### src/rtl/hazard_scoreboard.sv
// Hazard and forwarding controller between decode and execute.
// Tracks in-flight register writes per stage and drives stall, squash and forwarding selects.
module hazard_scoreboard #(
  parameter int unsigned REG_AW    = 5,
  parameter int unsigned NUM_RD    = 2,
  parameter int unsigned DEPTH     = 3,
  parameter int unsigned ALU_LAT   = 1,
  parameter int unsigned LOAD_LAT  = 2,
  parameter int unsigned FORWARD   = 1,
  parameter int unsigned FLUSH_LEN = 2,
  parameter int unsigned SEL_W     = $clog2(DEPTH + 1)
) (
  input  logic                     clk,
  input  logic                     rst,
  input  logic                     issue_valid,
  input  logic                     issue_rw,
  input  logic                     issue_load,
  input  logic [REG_AW-1:0]        issue_dr,
  input  logic [NUM_RD*REG_AW-1:0] issue_src,
  input  logic [NUM_RD-1:0]        issue_src_used,
  input  logic                     branch_taken,
  output logic                     stall,
  output logic                     squash,
  output logic                     issue_fire,
  output logic [NUM_RD*SEL_W-1:0]  fwd_sel,
  output logic [15:0]              stall_cnt,
  output logic [15:0]              squash_cnt
);

  localparam int unsigned MAX_LAT = (LOAD_LAT > ALU_LAT) ? LOAD_LAT : ALU_LAT;
  localparam int unsigned LAT_W   = (MAX_LAT > 0) ? $clog2(MAX_LAT + 1) : 1;
  localparam int unsigned SQ_W    = (FLUSH_LEN > 0) ? $clog2(FLUSH_LEN + 1) : 1;

  logic [DEPTH:1]    pend_v_q,   pend_v_d;
  logic [REG_AW-1:0] pend_dr_q   [1:DEPTH];
  logic [REG_AW-1:0] pend_dr_d   [1:DEPTH];
  logic [LAT_W-1:0]  pend_lat_q  [1:DEPTH];
  logic [LAT_W-1:0]  pend_lat_d  [1:DEPTH];
  logic [SQ_W-1:0]   sq_q,         sq_d;
  logic [15:0]       stall_cnt_q,  stall_cnt_d;
  logic [15:0]       squash_cnt_q, squash_cnt_d;

  logic                    hazard_c;
  logic [NUM_RD*SEL_W-1:0] fwd_c;
  logic [REG_AW-1:0]       src_c;
  logic                    found_c;
  int unsigned             match_k_c;
  int unsigned             match_lat_c;

  // Youngest-match search per source operand.
  always_comb begin
    hazard_c    = 1'b0;
    fwd_c       = '0;
    src_c       = '0;
    found_c     = 1'b0;
    match_k_c   = 0;
    match_lat_c = 0;
    for (int unsigned i = 0; i < NUM_RD; i++) begin
      src_c       = issue_src[i*REG_AW +: REG_AW];
      found_c     = 1'b0;
      match_k_c   = 0;
      match_lat_c = 0;
      for (int unsigned k = 1; k <= DEPTH; k++) begin
        if (!found_c && pend_v_q[k] && (pend_dr_q[k] == src_c)) begin
          found_c     = 1'b1;
          match_k_c   = k;
          match_lat_c = 32'(pend_lat_q[k]);
        end
      end
      if (issue_src_used[i] && (src_c != '0) && found_c) begin
        if ((FORWARD != 0) && (match_k_c >= match_lat_c)) begin
          fwd_c[i*SEL_W +: SEL_W] = SEL_W'(match_k_c);
        end else begin
          hazard_c = 1'b1;
        end
      end
    end
  end

  assign squash     = (sq_q != '0) & issue_valid;
  assign stall      = issue_valid & ~squash & hazard_c;
  assign issue_fire = issue_valid & ~squash & ~stall;
  // A squashed slot becomes a NOP and reads nothing.
  assign fwd_sel    = (issue_valid & ~squash) ? fwd_c : '0;
  assign stall_cnt  = stall_cnt_q;
  assign squash_cnt = squash_cnt_q;

  // Scoreboard shift, squash window and saturating counters.
  always_comb begin
    pend_v_d      = pend_v_q;
    pend_v_d[1]   = issue_fire & issue_rw & (issue_dr != '0);
    pend_dr_d[1]  = issue_dr;
    pend_lat_d[1] = issue_load ? LAT_W'(LOAD_LAT) : LAT_W'(ALU_LAT);
    for (int unsigned k = 2; k <= DEPTH; k++) begin
      pend_v_d[k]   = pend_v_q[k-1];
      pend_dr_d[k]  = pend_dr_q[k-1];
      pend_lat_d[k] = pend_lat_q[k-1];
    end

    sq_d = sq_q;
    if (branch_taken) begin
      sq_d = SQ_W'(FLUSH_LEN);
    end else if (sq_q != '0) begin
      sq_d = sq_q - SQ_W'(1);
    end

    stall_cnt_d = stall_cnt_q;
    if (stall && (stall_cnt_q != 16'hFFFF)) begin
      stall_cnt_d = stall_cnt_q + 16'd1;
    end
    squash_cnt_d = squash_cnt_q;
    if (squash && (squash_cnt_q != 16'hFFFF)) begin
      squash_cnt_d = squash_cnt_q + 16'd1;
    end
  end

  always_ff @(posedge clk) begin
    if (rst) begin
      pend_v_q     <= '0;
      sq_q         <= '0;
      stall_cnt_q  <= '0;
      squash_cnt_q <= '0;
    end else begin
      pend_v_q     <= pend_v_d;
      sq_q         <= sq_d;
      stall_cnt_q  <= stall_cnt_d;
      squash_cnt_q <= squash_cnt_d;
    end
  end

  // Payload fields are qualified by the valid bits, so they need no reset.
  always_ff @(posedge clk) begin
    for (int unsigned k = 1; k <= DEPTH; k++) begin
      pend_dr_q[k]  <= pend_dr_d[k];
      pend_lat_q[k] <= pend_lat_d[k];
    end
  end

endmodule

### config.mk
export PLATFORM = sky130hd
export DESIGN_NAME = hazard_scoreboard
export DESIGN_NICKNAME = d
export VERILOG_FILES = /design/src/rtl/hazard_scoreboard.sv
export SDC_FILE = /design/constraint.sdc
export NUM_CORES = 1
export LEC_CHECK = 0
export ABC_AREA = 0
export BUFFER_PORTS_ARGS = -buffer_cell sky130_fd_sc_hd__buf_2
export CAP_MARGIN = 20
export CORE_MARGIN = 2
export CORE_UTILIZATION = 50
export DETAILED_ROUTE_END_ITERATION = 10
export PLACE_DENSITY_LB_ADDON = 0.1
export RECOVER_POWER = 50
export SYNTH_ARGS = -nofsm -noshare
export SYNTH_HDL_FRONTEND = slang
export SYNTH_SLANG_ARGS = --single-unit
### constraint.sdc
create_clock -name clk -period 5 [get_ports clk]
set_input_delay 1 -clock clk [delete_from_list [all_inputs] [get_ports clk]]
set_output_delay 1 -clock clk [all_outputs]
set_load 0.05 [all_outputs]
==> summary.md, run 1 <==
| Metric | Value |
|---|---|
| Power Dens Cells | just over 300 mW/mm2 |
| Commonest cells post-synth | dfxtp_1, nor2_1, xor2_1 |
| GR Layer Usage met1 | ~26% |
| Number of hold buffers added after cts | 0 |
| Maxcap violations | 1 |
| Met2 Resource Use GR | between 30% and 40% |
| Vias | ~2,400 |
| Worst Path Buf+Inv | 2 |
| Peak VDD IR | between 0.0002 and 0.00025 V |
| Die H | 78.4 um |
| Number of synthesized flops with an enable pin | 0 |
| Max incr delay on CP | around 0.34 ns |
| CTS clk-pin slew, worst paths | around 0.070 ns |
| Leakage power | 1.30 nW |
| Placed Area | between 0.003 and 0.004 mm2 |
| DP Wirelength | between 4 and 5 mm |
| Yosys warnings | 0 |
| Slew HR | -15.9% |
| Syn_nets | 342 |
| Cell Rows | 27 |
| Predominant post-synthesis flop cell | dfxtp_1 |
| Worst hold path class | register to register |
| Finished Core Util | approximately three fifths |
| # resized after CTS | 0 |
| Total track usage | 20.6% |
| Async SR Flop Fraction | 0% |
| Crit path DAT | ~3.8 ns |
| Sequential power share | a little under half |
| RSZ-0062 raised after global routing | false |
| DR DRC count | 0 |
| Pre-antenna DRT Iters | 4 |
| Final critical-path share of the clock period | roughly 96% |
| Initial antenna violation count | 0 |
| Ranking of synthesized cells by area | dfxtp_1, xor2_1, nor2_1 |
| Worst path slowest cell | nor4_1 |
| Vias in the first global route | between 2,000 and 2,500 |
| Die Wd | approximately 78 um |
| Post-CTS setup buffers | 0 |
| Most common cell in the netlist | dfxtp_1 |
| Clock insertion delay at the later pin of the skew report | about 0.34 ns |
| Initial Utilization | ~51% |
| Global-route wire length before repair | between 10 and 15 mm |
| Int Power | ~0.78 mW |
| Diode count | 0 |
| Switch share | 23.8% |
| Post-route cell area | roughly 0.0033 mm2 |
| Tightest Pin Transition | 1.74 ns |
| Min Tclk post-route | between 4 and 5 ns |
| Max Fclk | around 210 MHz |
| NetSw | about 0.24 mW |
| Status | complete, but fails checks |
| Syn-to-layout area delta | 19.7% |
| Clock Tree Root | clkbuf_8 |
| Syn avg cell area | around 8.8 um2 |
| Final Max Slew Viols | 42 |
| Final Hold Viols | 0 |
| Setup Skew | between 0.008 and 0.009 ns |
| DR vias/cell | approximately 5.4 |
| Setup-failing EPs final | 0 |
| I/O pins | 62 |
| Busiest grt layer | met2 |
| Power Total | 1.03 mW |
| Die Area | 0.00614 mm2 |
| Synth unique cells | 39 |
| RePlAce Congestion | about 0.85 |
| TritonCTS clock tree | yes |
| I/O Buffers | between 60 and 70 |
| Violated checks | capacitance limit, slew limit |
| Share of cells above drive strength 1 | 15.2% |
| CTS Buf Count | 9 |
| CP most frequent cell | buf_2 |
| Routed len/inst | 13.2 um |
| Met3 Use GR | under 10% |
| Critical Path, Cell by Cell | buf_2 -> xor2_1 -> nor4_1 -> and3_1 -> nor2b_1 -> a22oi_1 -> o21ai_0 -> ha_1 -> nand2b_1 -> a21oi_1 -> o311ai_4 -> and2_1 -> nor2_1 -> buf_2 |
| Fin Setup TNS | 0 ns |
| Combinational share of power | just under 6% |
| DRT Wirelength | about 6 mm |
| Clock sink count | between 50 and 60 |
| Delay-heaviest family, CP | simple AND/OR/NAND/NOR gates |
| Synth top area share | 42.0% |
| Depth of the CTS H-tree | 3 |
| Critical Path End Type | output port |
| Seq cells post-synth | between 50 and 60 |
| Remaining Overflow, GRT | 0 |
| Layout net count | just over 400 |
| Clock Power Share | between 40% and 50% |
| Clk buf depth | 2 |
| Yosys top cell by area | dfxtp_1 |
| Largest net degree at the start of global routing | between 40 and 50 |
| Synth Instances | between 300 and 400 |
| WS Path Type | input port to output port |
| Post-Syn Area | approximately 0.0028 mm2 |
| Final Worst Setup Slack | around 0.19 ns |
| Pre-CTS setup slack | approximately 0.23 ns |
| CP required | roughly 4 ns |
| Post-synthesis sequential area ratio | a little over two fifths |
| Final ANT Viol Nets | 0 |
| Type of origin of the critical path | input port |
| DR iter-0 viols | 90 |
| Crit Path Max Fanout | 4 |
| Core Region | around 0.0054 mm2 |
## layer usage
metal	part of all wire, %	up-vias
met5	0	-
met4	2.6	0
met3	3.7	14
met2	47	56
met1	46	1139
li1	-	1239
## layout by cell type, fill, tap and decap left out, types with 2 or more instances in the layout
master       n
a21oi_1     19
a22oi_1      4
and2_1       3
and3_1       9
buf_2       40
bufinv_16    2
clkbuf_1    21
clkbuf_8     9
clkinvlp_4   2
dfxtp_1     58
ha_1         6
inv_1        6
inv_6        2
mux2_1       3
mux2i_1      3
nand2_1     17
nand2b_1     2
nand3_1     12
nand4_1      5
nor2_1      36
nor2b_1     10
nor3_1      10
nor4_1      10
nor4b_1      2
o21ai_0      6
o21ai_1      8
o31ai_1      5
or3_1       11
or4_1        7
xnor2_1     10
xor2_1      31
## layout make-up
| class | count | area [um2] |
|---|---|---|
| fillers | 500 | 2100 |
| multi-input cells | 239 | 1520 |
| flip-flops and latches | 58 | 1160 |
| repair buffers | 62 | 287 |
| clock buffers | 9 | 124 |
| clock inverters | 7 | 101 |
| well taps | 72 | 90.1 |
| inverters | 6 | 22.5 |
## per-stage QoR
stage	instances	hold WS, ns
finish	453	0.381
global route	453	0.389
CTS	453	0.384
detailed placement	437	0.373
global placement	437	0.374
floorplan	313	0.351
## cells by family after synthesis
family                     synth area share [%]
AOI/OAI and AO/OA                          11.2
and+or+nand+nor                            25.9
buffers and inverters                      2.85
xor gates and xnor gates                   13.0
DFF                                        42.0
adders and majority gates                  2.72
muxes                                      2.31
## path summary, 6_finish.rpt
check / startpoint / to / slack (ns) / cells after the start
worst min-delay path: pend_lat_q[0][2] / pend_lat_q[0][4] / 0.38 / 0
worst max register to register: pend_dr_q[0][17] / stall_cnt[5] / 1.27 / 13
worst min register to register: pend_lat_q[0][2] / pend_lat_q[0][4] / 0.38 / 0
worst max-delay path: issue_src[2] / stall / 0.19 / 14
## power groups by stage
stage / combinational, mW / clock, mW / sequential (mW)
2_1_floorplan: 0.0345 / 0 / 0.494
3_3_place_gp: 0.0594 / 0 / 0.494
3_5_place_dp: 0.0600 / 0 / 0.494
4_1_cts: 0.0602 / 0.494 / 0.484
5_1_grt: 0.0661 / 0.514 / 0.485
6_report: 0.0594 / 0.483 / 0.484
## flip-flops by register name (all words and copies together), names as in the netlist
signal      flops
squash_cnt     16
stall_cnt      16
pend_dr_q      15
pend_lat_q      6
pend_v_q        3
sq_q            2
Note: power is estimated with default switching activity, not from simulation.
==> run 2, diff against run 1 <==
--- a/config.mk
+++ b/config.mk
@@ -11,6 +11,7 @@
 export CORE_MARGIN = 2
 export CORE_UTILIZATION = 50
 export DETAILED_ROUTE_END_ITERATION = 10
+export MAX_ROUTING_LAYER = met4
 export PLACE_DENSITY_LB_ADDON = 0.1
 export RECOVER_POWER = 50
 export SYNTH_ARGS = -nofsm -noshare
==> constraint.sdc (replaced) <==
create_clock -name clk -period 4.9 [get_ports clk]
set_input_delay 0.98 -clock clk [delete_from_list [all_inputs] [get_ports clk]]
set_output_delay 0.98 -clock clk [all_outputs]
set_load 0.05 [all_outputs]
==> summary.md, run 2 (synthesis results as in run 1) <==
| Metric | Value |
|---|---|
| Status | complete, but fails checks (unchanged) |
| Violated checks | capacitance limit, slew limit (unchanged) |
| DR iter-0 viols | 96 (was 90) |
| Worst hold path class | register to register (unchanged) |
| Crit path DAT | 3.69 ns (was 3.81 ns) |
| Maxcap violations | 1 (unchanged) |
| Largest net degree at the start of global routing | 42 (unchanged) |
| Slew HR | -14.4% (was -15.9%) |
| Fillers | 497 (was 500) |
| Initial antenna violation count | 0 (unchanged) |
| DR DRC count | 0 (unchanged) |
| TritonCTS clock tree | yes (unchanged) |
| RePlAce Congestion | 0.867 (was 0.854) |
| Pre-antenna DRT Iters | 4 (unchanged) |
| CP required | 3.92 ns (was 4.00 ns) |
| Power Dens Cells | 316 mW/mm2 (was 310 mW/mm2) |
| CTS clk-pin slew, worst paths | 0.07 ns (about the same) |
| WS Path Type | input port to output port (unchanged) |
| Vias in the first global route | 2,283 (was 2,281) |
| Peak VDD IR | 0.000239 V (was 0.000235 V) |
| Min Tclk post-route | 4.67 ns |
| Worst hold path cell count | 0 (unchanged) |
| Diode count | 0 (unchanged) |
| Vias | 2,436 (was 2,448) |
| Global-route wire length before repair | 10.0 mm (about the same) |
| Fin Setup TNS | 0 ns (unchanged) |
| DP Wirelength | 4.45 mm (unchanged) |
| Final critical-path share of the clock period | 95.4% |
| Final Max Slew Viols | 42 (unchanged) |
| Clk buf depth | 2 (unchanged) |
| Core Region | 0.00541 mm2 (unchanged) |
| Crit Path Max Fanout | 4 (unchanged) |
| Final ANT Viol Nets | 0 (unchanged) |
| Cell Rows | 27 (unchanged) |
| Most frequent cells in the layout | dfxtp_1, buf_2, nor2_1 (unchanged) |
| Die Wd | 78.4 um (unchanged) |
| Depth of the CTS H-tree | 3 (unchanged) |
| Die Area | 0.00614 mm2 (unchanged) |
| RSZ-0062 raised after global routing | false (unchanged) |
| Setup-failing EPs final | 0 (unchanged) |
| Syn-to-layout area delta | 20.0% (was 19.7%) |
| Routed len/inst | 13.3 um (was 13.2 um) |
| Critical Path End Type | output port (unchanged) |
| Pre-CTS setup slack | 0.171 ns (was 0.231 ns) |
| Die H | 78.4 um (unchanged) |
| Final hold slack | 0.381 ns (about the same) |
| Initial Utilization | 51.1% (unchanged) |
| Remaining Overflow, GRT | 0 (unchanged) |
| Tightest Pin Transition | 1.72 ns (was 1.74 ns) |
| Met2 Resource Use GR | 33.7% (unchanged) |
| Type of origin of the critical path | input port (unchanged) |
| Final Worst Setup Slack | 0.228 ns (was 0.190 ns) |
| CTS Buf Count | 9 (unchanged) |
| Final Hold Viols | 0 (unchanged) |
| DRT Wirelength | 6.01 mm (was 5.99 mm) |
| Layout net count | 405 (unchanged) |
| Max Fclk | between 200 and 250 MHz |
| Setup Skew | 0.00825 ns (was 0.00815 ns) |
| Met3 Use GR | 3.56% (was 3.79%) |
| Finished Core Util | 61.3% (was 61.2%) |
| Clock Tree Root | clkbuf_8 (unchanged) |
| I/O Buffers | 61 (unchanged) |
| Share of cells above drive strength 1 | 15.5% (was 15.2%) |
| Busiest grt layer | met2 (unchanged) |
| Clock sink count | 58 (unchanged) |
| Power Total | 1.05 mW (was 1.03 mW) |
| Total track usage | 21.2% (was 20.6%) |
| I/O pins | 62 (unchanged) |
| GR Layer Usage met1 | 25.9% (was 25.7%) |
| Reg2Reg Depth | 13 (unchanged) |
| Clock insertion delay at the later pin of the skew report | 0.34 ns (about the same) |
| Leakage power | 1.30 nW (about the same) |
| Commonest non-fill, non-tap cell in the layout | dfxtp_1 (unchanged) |
| DR vias/cell | 5.38 (was 5.40) |
## run 2: changes by cell type in the layout (fill, tap and decap cells not counted)
cell      delta
buf_2        -1
a21oi_1      -1
clkbuf_4     +1
a21oi_2      +1
## run 2: what timing repair did
action                                  in CTS  in global routing
resized for setup                            0                  2
endpoints found under the setup margin       0                  1
hold buffers                                 0                  0
setup buffers                                0                  0
## run 2: final cells by class
| class | count | area, um2 | area share [%] |
|---|---|---|---|
| inverter | 6 | 22.5 | 0.679 |
| sequential | 58 | 1160 | 35.0 |
| clock buffer | 9 | 124 | 3.74 |
| clock inverter | 7 | 101 | 3.06 |
| timing repair buffer | 62 | 289 | 8.72 |
| multi-input combinational | 239 | 1530 | 46.1 |
| tap | 72 | 90.1 | 2.72 |
## run 2: path summary, 6_finish.rpt
| path | from | to | slack (ns) |
|---|---|---|---|
| worst min-delay path | pend_lat_q[0][2] | pend_lat_q[0][4] | 0.38 |
| worst max register to register | pend_dr_q[0][17] | stall_cnt[5] | 1.24 |
| worst min register to register | pend_lat_q[0][2] | pend_lat_q[0][4] | 0.38 |
| worst max-delay path | issue_src[2] | stall | 0.23 |
## run 2: critical path: stages
cell and delay, ns:
buf_2 0.13, xor2_1 0.15, nor4_1 0.34, and3_1 0.24
nor2b_1 0.24, a22oi_1 0.09, o21ai_0 0.18, ha_1 0.25
nand2b_1 0.16, a21oi_2 0.20, o311ai_4 0.12, and2_1 0.21
nor2_1 0.14, clkbuf_4 0.26
## run 2: power by group
group	switching (mW)	total, mW	internal, mW
logic	0.0362	0.0606	0.0244
registers	0.0107	0.494	0.483
clock network	0.203	0.493	0.290
## run 2: routing by layer
metal  share of wire, %  routed length, um
met5                  0                  0
met4                2.5                153
met3                3.6                214
met2                 48               2870
met1                 46               2780
## run 2: stage by stage
step | instance area (um2) | std cells
floorplan | 2760 | 313
global placement | 3110 | 437
detailed placement | 3110 | 437
CTS | 3340 | 453
global route | 3320 | 453
finish | 3320 | 453
==> run 3, diff against run 2 <==
--- a/config.mk
+++ b/config.mk
@@ -5,7 +5,7 @@
 export SDC_FILE = /design/constraint.sdc
 export NUM_CORES = 1
 export LEC_CHECK = 0
-export ABC_AREA = 0
+export ABC_AREA = 1
 export BUFFER_PORTS_ARGS = -buffer_cell sky130_fd_sc_hd__buf_2
 export CAP_MARGIN = 20
 export CORE_MARGIN = 2
@@ -14,6 +14,7 @@
 export MAX_ROUTING_LAYER = met4
 export PLACE_DENSITY_LB_ADDON = 0.1
 export RECOVER_POWER = 50
+export SLEW_MARGIN = 20
 export SYNTH_ARGS = -nofsm -noshare
 export SYNTH_HDL_FRONTEND = slang
 export SYNTH_SLANG_ARGS = --single-unit
==> summary.md, run 3 <==
| Metric | Value |
|---|---|
| Status | completed (was complete, but fails checks) |
| Post-synthesis sequential area ratio | 35.3% (was 42.0%) |
| CP required | 3.92 ns (about the same) |
| # resized after CTS | 0 (unchanged) |
| Peak VDD IR | 0.000179 V (was 0.000239 V) |
| DR DRC count | 0 (unchanged) |
| DR vias/cell | 5.09 (was 5.38) |
| Yosys top cell by area | dfxtp_1 (unchanged) |
| Cell Rows | 29 (was 27) |
| Pre-antenna DRT Iters | 4 (unchanged) |
| CTS clk-pin slew, worst paths | 0.06 ns (was 0.07 ns) |
| Initial Utilization | 51.8% (was 51.1%) |
| Layout net count | 586 (was 405) |
| Fin Setup TNS | 0 ns (unchanged) |
| Synth top area share | 35.3% (was 42.0%) |
| CTS Buf Count | 9 (unchanged) |
| Die Area | 0.00725 mm2 (was 0.00614 mm2) |
| Synth Instances | 493 (was 313) |
| NetSw | 0.248 mW (was 0.250 mW) |
| Remaining Overflow, GRT | 0 (unchanged) |
| Commonest cells post-synth | nand2_1, inv_1, dfxtp_1 (was dfxtp_1, nor2_1, xor2_1) |
| Die Wd | 85.1 um (was 78.4 um) |
| Synth unique cells | 35 (was 39) |
| Post-Syn Area | 0.00329 mm2 (was 0.00276 mm2) |
| Most common cell in the netlist | nand2_1 (was dfxtp_1) |
| Post-CTS setup buffers | 0 (unchanged) |
| Routed len/inst | 12.2 um (was 13.3 um) |
| Seq cells post-synth | 58 (unchanged) |
| WS Path Type | input port to output port (unchanged) |
| FF/Latch Area | 0.00116 mm2 (unchanged) |
| Placed Area | 0.00363 mm2 (was 0.00311 mm2) |
| Post-route cell area | 0.00379 mm2 (was 0.00332 mm2) |
| Yosys warnings | 0 (unchanged) |
| Int Power | 0.717 mW (was 0.797 mW) |
| Commonest non-fill, non-tap cell in the layout | nand2_1 (was dfxtp_1) |
| Maxcap violations | 0 (was 1) |
| Diode count | 0 (unchanged) |
| Number of synthesized flops with an enable pin | 0 (unchanged) |
| Min Tclk post-route | 4.49 ns (was 4.67 ns) |
| Critical Path End Type | output port (unchanged) |
| Clock sink count | 58 (unchanged) |
| Clock Power Share | 39.3% (was 47.1%) |
| Depth of the CTS H-tree | 3 (unchanged) |
| Leakage power | 1.80 nW (was 1.30 nW) |
| Die H | 85.1 um (was 78.4 um) |
| Final critical-path share of the clock period | 91.6% (was 95.4%) |
| DR iter-0 viols | 143 (was 96) |
| Syn-to-layout area delta | 15.2% (was 20.0%) |
| Syn_nets | 522 (was 342) |
| Largest net degree at the start of global routing | 26 (was 42) |
| DRT Wirelength | 7.80 mm (was 6.01 mm) |
| Share of cells above drive strength 1 | 16.6% (was 15.5%) |
| Max Fclk | 223 MHz (was 214 MHz) |
| Worst hold path class | register to register (unchanged) |
| Switch share | 25.7% (was 23.8%) |
| RSZ-0062 raised after global routing | false (unchanged) |
| Ranking of synthesized cells by area | dfxtp_1, nand2_1, inv_1 (was dfxtp_1, xor2_1, nor2_1) |
| Power Dens Cells | 254 mW/mm2 (was 316 mW/mm2) |
| Sequential power share | 51.3% (was 47.1%) |
| Initial antenna violation count | 0 (unchanged) |
| Fillers | 629 (was 497) |
| Clock insertion delay at the later pin of the skew report | 0.33 ns (was 0.34 ns) |
| Most frequent cells in the layout | nand2_1, inv_1, dfxtp_1 (was dfxtp_1, buf_2, nor2_1) |
| Syn avg cell area | 6.67 um2 (was 8.83 um2) |
| RePlAce Congestion | 0.949 (was 0.867) |
| Combinational share of power | 9.4% (was 5.8%) |
| I/O pins | 62 (unchanged) |
| Type of origin of the critical path | input port (unchanged) |
| Predominant post-synthesis flop cell | dfxtp_1 (unchanged) |
| Crit path DAT | 3.51 ns (was 3.69 ns) |
| Setup-failing EPs final | 0 (unchanged) |
| Multi-input logic area | 0.00178 mm2 (was 0.00153 mm2) |
| Core Region | 0.00635 mm2 (was 0.00541 mm2) |
| Setup Skew | 0.00919 ns (was 0.00825 ns) |
| Final Hold Viols | 0 (unchanged) |
| Final Max Slew Viols | 0 (was 42) |
| Clock Tree Root | clkbuf_8 (unchanged) |
| Clk buf depth | 2 (unchanged) |
| Final ANT Viol Nets | 0 (unchanged) |
| Global-route wire length before repair | 13.7 mm (was 10.0 mm) |
| Slew HR | 25.4% (was -14.4%) |
| TritonCTS clock tree | yes (unchanged) |
| Vias in the first global route | 3,093 (was 2,283) |
| Tightest Pin Transition | 1.12 ns (was 1.72 ns) |
| Crit Path Max Fanout | 6 (was 4) |
| Vias | 3,246 (was 2,436) |
| Total track usage | 23.8% (was 21.2%) |
| DP Wirelength | 6.01 mm (was 4.45 mm) |
| Number of hold buffers added after cts | 0 (unchanged) |
| I/O Buffers | 61 (unchanged) |
| Async SR Flop Fraction | 0% (unchanged) |
==> run 3: routing by layer <==
metal | up-vias | track usage, % | share of wire [%]
li1 | 1699 | - | -
met4 | 0 | 10.2 | 2.0
met5 | - | - | 0
met3 | 12 | 3.11 | 4.3
met2 | 80 | 37.7 | 47
met1 | 1455 | 30.6 | 47
==> run 3: logic make-up (layout without fill, tap and decap cells) <==
logic type | Yosys count | after routing | share of synthesized area, %
XOR/XNOR | 16 | 16 | 4.26
AND/OR/NAND/NOR | 269 | 269 | 38.2
buffers and inverters | 85 | 153 | 10.5
adder cells (fa/ha/maj) | 6 | 6 | 2.28
flip-flops | 58 | 58 | 35.3
AO/OA/AOI/OAI | 59 | 59 | 9.43
==> run 3: final timing paths <==
check | from | endpoint | slack [ns] | depth (start not counted)
setup reg to reg | pend_dr_q[0][6] | stall_cnt[10] | 1.96 | 20
hold reg to reg | pend_lat_q[0][4] | pend_lat_q[0][6] | 0.36 | 0
hold / removal | pend_lat_q[0][4] | pend_lat_q[0][6] | 0.36 | 0
setup / recovery | issue_src[0] | stall | 0.41 | 18
==> run 3: final cells by class <==
cell class | instances | area share (%)
flip-flops and latches | 58 | 30.6
well taps | 77 | 2.54
inverters | 77 | 7.62
clock inverters | 3 | 0.396
repair buffers | 61 | 7.69
multi-input cells | 350 | 47.0
clock buffers | 12 | 4.09
==> run 3: per-stage QoR <==
| step | power [mW] | setup slack, ns | instances | hold slack [ns] | utilization (%) |
|---|---|---|---|---|---|
| detailed placement | 0.596 | 0.469 | 623 | 0.340 | 57.2 |
| finish | 0.964 | 0.413 | 638 | 0.356 | 59.7 |
| floorplan | 0.564 | 0.269 | 493 | 0.331 | - |
| CTS | 0.979 | 0.459 | 638 | 0.357 | 59.9 |
| global route | 1.01 | 0.188 | 638 | 0.364 | 59.7 |
| global placement | 0.594 | 0.518 | 623 | 0.334 | 57.2 |
==> run 3: worst max-delay path, cell delays in order <==
cell,delay (ns)
buf_2,0.10
inv_1,0.14
o21ai_0,0.10
nor2_1,0.15
nand3_1,0.18
inv_1,0.15
nor2_1,0.05
inv_1,0.09
o211ai_1,0.08
o21ai_0,0.08
inv_1,0.06
ha_1,0.27
nor2_1,0.10
inv_1,0.04
a21oi_1,0.29
nand3_4,0.15
a21oi_1,0.18
buf_2,0.29
==> run 3: power by group through the flow <==
stage                     registers [mW]  logic, mW  clock network [mW]
after CTS                          0.495     0.0911               0.393
after global placement             0.505     0.0894                   0
after global routing               0.496      0.103               0.413
after floorplan                    0.508     0.0563                   0
after detailed placement           0.505     0.0907                   0
final                              0.495     0.0907               0.379
